==> src/rtl/spi_master.sv <==
// Mode-0 SPI master: one DATA_W-bit frame per accepted start, MSB first, full duplex.
// done rises (2*DATA_W+2)*CLK_DIV+1 cycles after accept; start is ignored while a frame is in flight.
module spi_master #(
    parameter int DATA_W  = 11,
    parameter int CLK_DIV = 4
) (
    input  logic              sclk,
    input  logic              rst,
    input  logic              start,
    input  logic [DATA_W-1:0] tx_data,
    input  logic              MISO,
    output logic              CS,
    output logic              spi_clk,
    output logic              MOSI,
    output logic [DATA_W-1:0] rx_data,
    output logic              busy,
    output logic              done
);

    localparam int DIV_W = (CLK_DIV > 1) ? $clog2(CLK_DIV) : 1;
    localparam int CNT_W = $clog2(DATA_W + 1);
    localparam logic [DIV_W-1:0] DIV_MAX = DIV_W'(CLK_DIV - 1);
    localparam logic [CNT_W-1:0] BIT_MAX = CNT_W'(DATA_W);

    typedef enum logic [2:0] {
        IDLE,
        SETUP,
        XFER,
        HOLD,
        DONE
    } state_t;

    state_t              state_q, state_d;
    logic [DIV_W-1:0]    div_q, div_d;
    logic [CNT_W-1:0]    bit_q, bit_d;
    logic [DATA_W-1:0]   tx_sh_q, tx_sh_d;
    logic [DATA_W-1:0]   rx_sh_q, rx_sh_d;
    logic [DATA_W-1:0]   rx_data_q, rx_data_d;
    logic                cs_q, cs_d;
    logic                sck_q, sck_d;
    logic                mosi_q, mosi_d;
    logic                busy_q, busy_d;
    logic                done_q, done_d;
    logic                div_wrap;

    assign div_wrap = (div_q == DIV_MAX);

    always_comb begin
        state_d   = state_q;
        div_d     = div_q;
        bit_d     = bit_q;
        tx_sh_d   = tx_sh_q;
        rx_sh_d   = rx_sh_q;
        rx_data_d = rx_data_q;
        cs_d      = cs_q;
        sck_d     = sck_q;
        mosi_d    = mosi_q;
        busy_d    = busy_q;
        done_d    = 1'b0;

        case (state_q)
            IDLE: begin
                cs_d  = 1'b0;
                sck_d = 1'b0;
                if (start) begin
                    tx_sh_d = tx_data;
                    rx_sh_d = '0;
                    mosi_d  = tx_data[DATA_W-1];
                    cs_d    = 1'b1;
                    busy_d  = 1'b1;
                    div_d   = '0;
                    bit_d   = '0;
                    state_d = SETUP;
                end
            end
            SETUP: begin
                if (div_wrap) begin
                    div_d   = '0;
                    state_d = XFER;
                end else begin
                    div_d = div_q + 1'b1;
                end
            end
            XFER: begin
                if (div_wrap) begin
                    div_d = '0;
                    sck_d = ~sck_q;
                    if (!sck_q) begin
                        // rising edge: capture the slave's bit
                        rx_sh_d = {rx_sh_q[DATA_W-2:0], MISO};
                        bit_d   = bit_q + 1'b1;
                    end else if (bit_q < BIT_MAX) begin
                        tx_sh_d = tx_sh_q << 1;
                        mosi_d  = tx_sh_q[DATA_W-2];
                    end else begin
                        state_d = HOLD;
                    end
                end else begin
                    div_d = div_q + 1'b1;
                end
            end
            HOLD: begin
                if (div_wrap) begin
                    div_d   = '0;
                    state_d = DONE;
                end else begin
                    div_d = div_q + 1'b1;
                end
            end
            DONE: begin
                cs_d      = 1'b0;
                busy_d    = 1'b0;
                done_d    = 1'b1;
                mosi_d    = 1'b0;
                rx_data_d = rx_sh_q;
                bit_d     = '0;
                state_d   = IDLE;
            end
            default: begin
                state_d = IDLE;
            end
        endcase
    end

    always_ff @(posedge sclk) begin
        if (rst) begin
            state_q   <= IDLE;
            div_q     <= '0;
            bit_q     <= '0;
            tx_sh_q   <= '0;
            rx_sh_q   <= '0;
            rx_data_q <= '0;
            cs_q      <= 1'b0;
            sck_q     <= 1'b0;
            mosi_q    <= 1'b0;
            busy_q    <= 1'b0;
            done_q    <= 1'b0;
        end else begin
            state_q   <= state_d;
            div_q     <= div_d;
            bit_q     <= bit_d;
            tx_sh_q   <= tx_sh_d;
            rx_sh_q   <= rx_sh_d;
            rx_data_q <= rx_data_d;
            cs_q      <= cs_d;
            sck_q     <= sck_d;
            mosi_q    <= mosi_d;
            busy_q    <= busy_d;
            done_q    <= done_d;
        end
    end

    assign CS      = cs_q;
    assign spi_clk = sck_q;
    assign MOSI    = mosi_q;
    assign rx_data = rx_data_q;
    assign busy    = busy_q;
    assign done    = done_q;

endmodule
==> config.mk <==
export PLATFORM = sky130hd
export DESIGN_NAME = spi_master
export DESIGN_NICKNAME = d
export VERILOG_FILES = /design/src/rtl/spi_master.sv
export SDC_FILE = /design/constraint.sdc
export NUM_CORES = 1
export LEC_CHECK = 0
export ABC_AREA = 1
export BUFFER_PORTS_ARGS = -buffer_cell sky130_fd_sc_hd__buf_2
export CAP_MARGIN = 20
export CORE_ASPECT_RATIO = 1.75
export CORE_MARGIN = 5
export CORE_UTILIZATION = 61
export CTS_CLUSTER_SIZE = 10
export DETAILED_ROUTE_END_ITERATION = 10
export PLACE_DENSITY_LB_ADDON = 0.2
export SYNTH_ARGS = -nofsm -noshare
export SYNTH_HDL_FRONTEND = slang
export SYNTH_SLANG_ARGS = --single-unit
==> constraint.sdc <==
create_clock -name sclk -period 3.1 [get_ports sclk]
set_clock_uncertainty 0.15 [all_clocks]
set_input_delay 0.62 -clock sclk [delete_from_list [all_inputs] [get_ports sclk]]
set_output_delay 0.62 -clock sclk [all_outputs]
set_load 0.1 [all_outputs]
==> qor.csv <==
metric,value,unit
Main synth FF type,dfxtp_1,
DR vias,1896,
vias in the first global route,1935,
root buffer cell,clkbuf_8,
core footprint,0.00356,mm^2
first-pass GRT wire length,8020,um
met2 usage,40.1,%
All-Layer GR Usage,20.0,%
CTS Sinks,46,
Chip Width,55.5,um
Clock transition at path regs,0.08,ns
I/O pins,31,
fin crit share,62.4,%
die span in y,89.7,um
layout cells sized above 1,25.3,%
GRT overflow,0,
reg2reg start,state_q[0],
WS Path Type,reg -> reg,
syn avg cell area,7.58,um^2
leak pwr,1.10,nW
"Distinct cells, synth",29,
largest area contributor in the netlist,dfxtp_1,
Post-synth EDFFs,0,
met1 Use GR,19.2,%
fin. max-slew vios,0,
smallest hold slack,0.318,ns
final setup fails,0,
DRC viols,0,
Reg2Reg Depth,9,
RSZ-0062 raised after global routing,false,
Area Overhead vs Synth,10.9,%
antenna violations before repair,0,
final RePlAce weighted congestion,0.867,
Cell Pwr Density,837,mW/mm^2
Synth Cell Area,0.00221,mm^2
Post-synth top cells,"nand2_1 (65), dfxtp_1 (46), nor2_1 (42), inv_1 (21), o21ai_0 (18)",
largest net degree at the start of global routing,27,
VDD IR-drop max,0.000585,V
crit end category,register,
final hold viol count,0,
top post-synthesis cells by area,"dfxtp_1 (42%), nand2_1 (11%), nor2_1 (7.1%)",
Avg WL per Cell,12.2,um
clock tree buffer depth,2,
met3 usage,3.72,%
CTS Hold Buffers Added,0,
max-cap viol count,0,
Initial Util,62.2,%
maximum clock frequency,517,MHz
worst r2r dst,tx_sh_q[7],
DR vias/cell,5.18,
clk_lat worst skew,0.30,ns
NumNets Final,336,
top-area cell type share of the netlist area,41.6,%
most common cell in the synthesized netlist,nand2_1,
port buffer count,30,
Hold Crit Start,div_q[1],
DR pass1 iterations,4,
WHS Endpoint,div_q[1],
worst endpoint required time,3.19,ns
Startpoint Class,register,
1st-iter DRT viols,54,
H-tree level count,2,
outcome,completed,
post-cts sizing count,0,
die area,0.00498,mm^2
post-CTS setup buffers,0,
Worst Path Max Fanout,17,
Antenna Nets Post-Route,0,
crit path DAT,2.02,ns
asr flop ratio synth,0,%
total CTS buffers,5,
Mapped Cells,292,
setup TNS,0,ns
Rows,29,
worst relative slew slack,51.7,%
hold depth,2,
worst slew pin tran,0.723,ns
HP Class,reg -> reg,
final WL,4470,um
dpl hpwl,3170,um
r2r setup slk,1.17,ns
Period minus WS final,1.93,ns
synth warn,0,
Fill cells,344,
antenna diode count,0,
CTS tree,yes,
GRT busiest layer,met2,
Mapped Nets,309,
Worst setup startpoint,state_q[0],
share of the yosys chip area belonging to registers,41.6,%
Yosys reg bits,46,
## stage by stage
stage	std cells	setup slack [ns]	total power [mW]	cell area (um^2)	utilization, %
after floorplan	292	1.17	1.55	2210	-
after global placement	358	1.07	1.68	2360	66.4
after detailed placement	358	1.01	1.69	2360	66.4
after CTS	366	1.17	2.07	2450	69.0
after global routing	366	0.982	2.21	2450	69.0
final	366	1.17	2.05	2450	69.0
## critical path: stages (launching register included)
cell and delay, ns:
dfxtp_1 0.53, nor2_8 0.12, nand2_2 0.07, buf_4 0.18, inv_2 0.07, nand2_2 0.22
inv_1 0.12, nor2_4 0.22, nor2_1 0.06, nor2_1 0.10
## worst max-delay path by stage
stage                 end  cells after the start
3_5_place_dp   rx_data[0]                      4
3_3_place_gp     bit_q[0]                      4
4_1_cts           spi_clk                      1
6_report       tx_sh_q[7]                      9
5_1_grt        tx_sh_q[8]                      9
2_1_floorplan  state_q[0]                      6
## metal layers
layer / share of wire (%) / wire, um / vias up
li1: - / - / 979
met1: 40 / 1770 / 870
met2: 55 / 2440 / 38
met3: 3.9 / 176 / 9
met4: 1.9 / 86 / 0
met5: 0 / 0 / -
## layout by cell type, fill, tap and decap left out, drive strengths merged, types with 2 or more instances in the layout
master	count
inv	25
ha	2
a21oi	26
nand3b	10
o21ai	20
nand3	18
nand2	81
dfxtp	46
buf	32
clkbuf	7
nor2	48
## layout make-up
| class | count | area [um^2] | share of cell area (%) |
|---|---|---|---|
| clock inverter | 1 | 5.00 | 0.204 |
| inverter | 25 | 93.8 | 3.83 |
| timing repair buffer | 32 | 165 | 6.73 |
| multi-input combinational | 209 | 1120 | 45.8 |
| sequential | 46 | 921 | 37.6 |
| tap | 46 | 57.6 | 2.35 |
| clock buffer | 7 | 86.3 | 3.52 |
## report_power, final
| part | switching (mW) | leakage, nW | internal, mW |
|---|---|---|---|
| sequential | 0.0819 | 0.375 | 0.691 |
| clock | 0.193 | 0.0482 | 0.180 |
| combinational | 0.640 | 0.678 | 0.267 |
## sequential cells by signal, indices dropped and copies added, names as in the netlist
name     flops
bit_q        4
rx_data     11
div_q        2
MOSI         1
done         1
CS           1
spi_clk      1
state_q      3
busy         1
rx_sh_q     11
tx_sh_q     10
## logic make-up after synthesis
logic type	synth area share, %
fa+ha+maj	1.13
flops	41.6
buf+inv	7.58
compound gates	12.6
xor+xnor	0.396
simple gates	36.7
No activity file was read; power rests on OpenSTA's default activity.
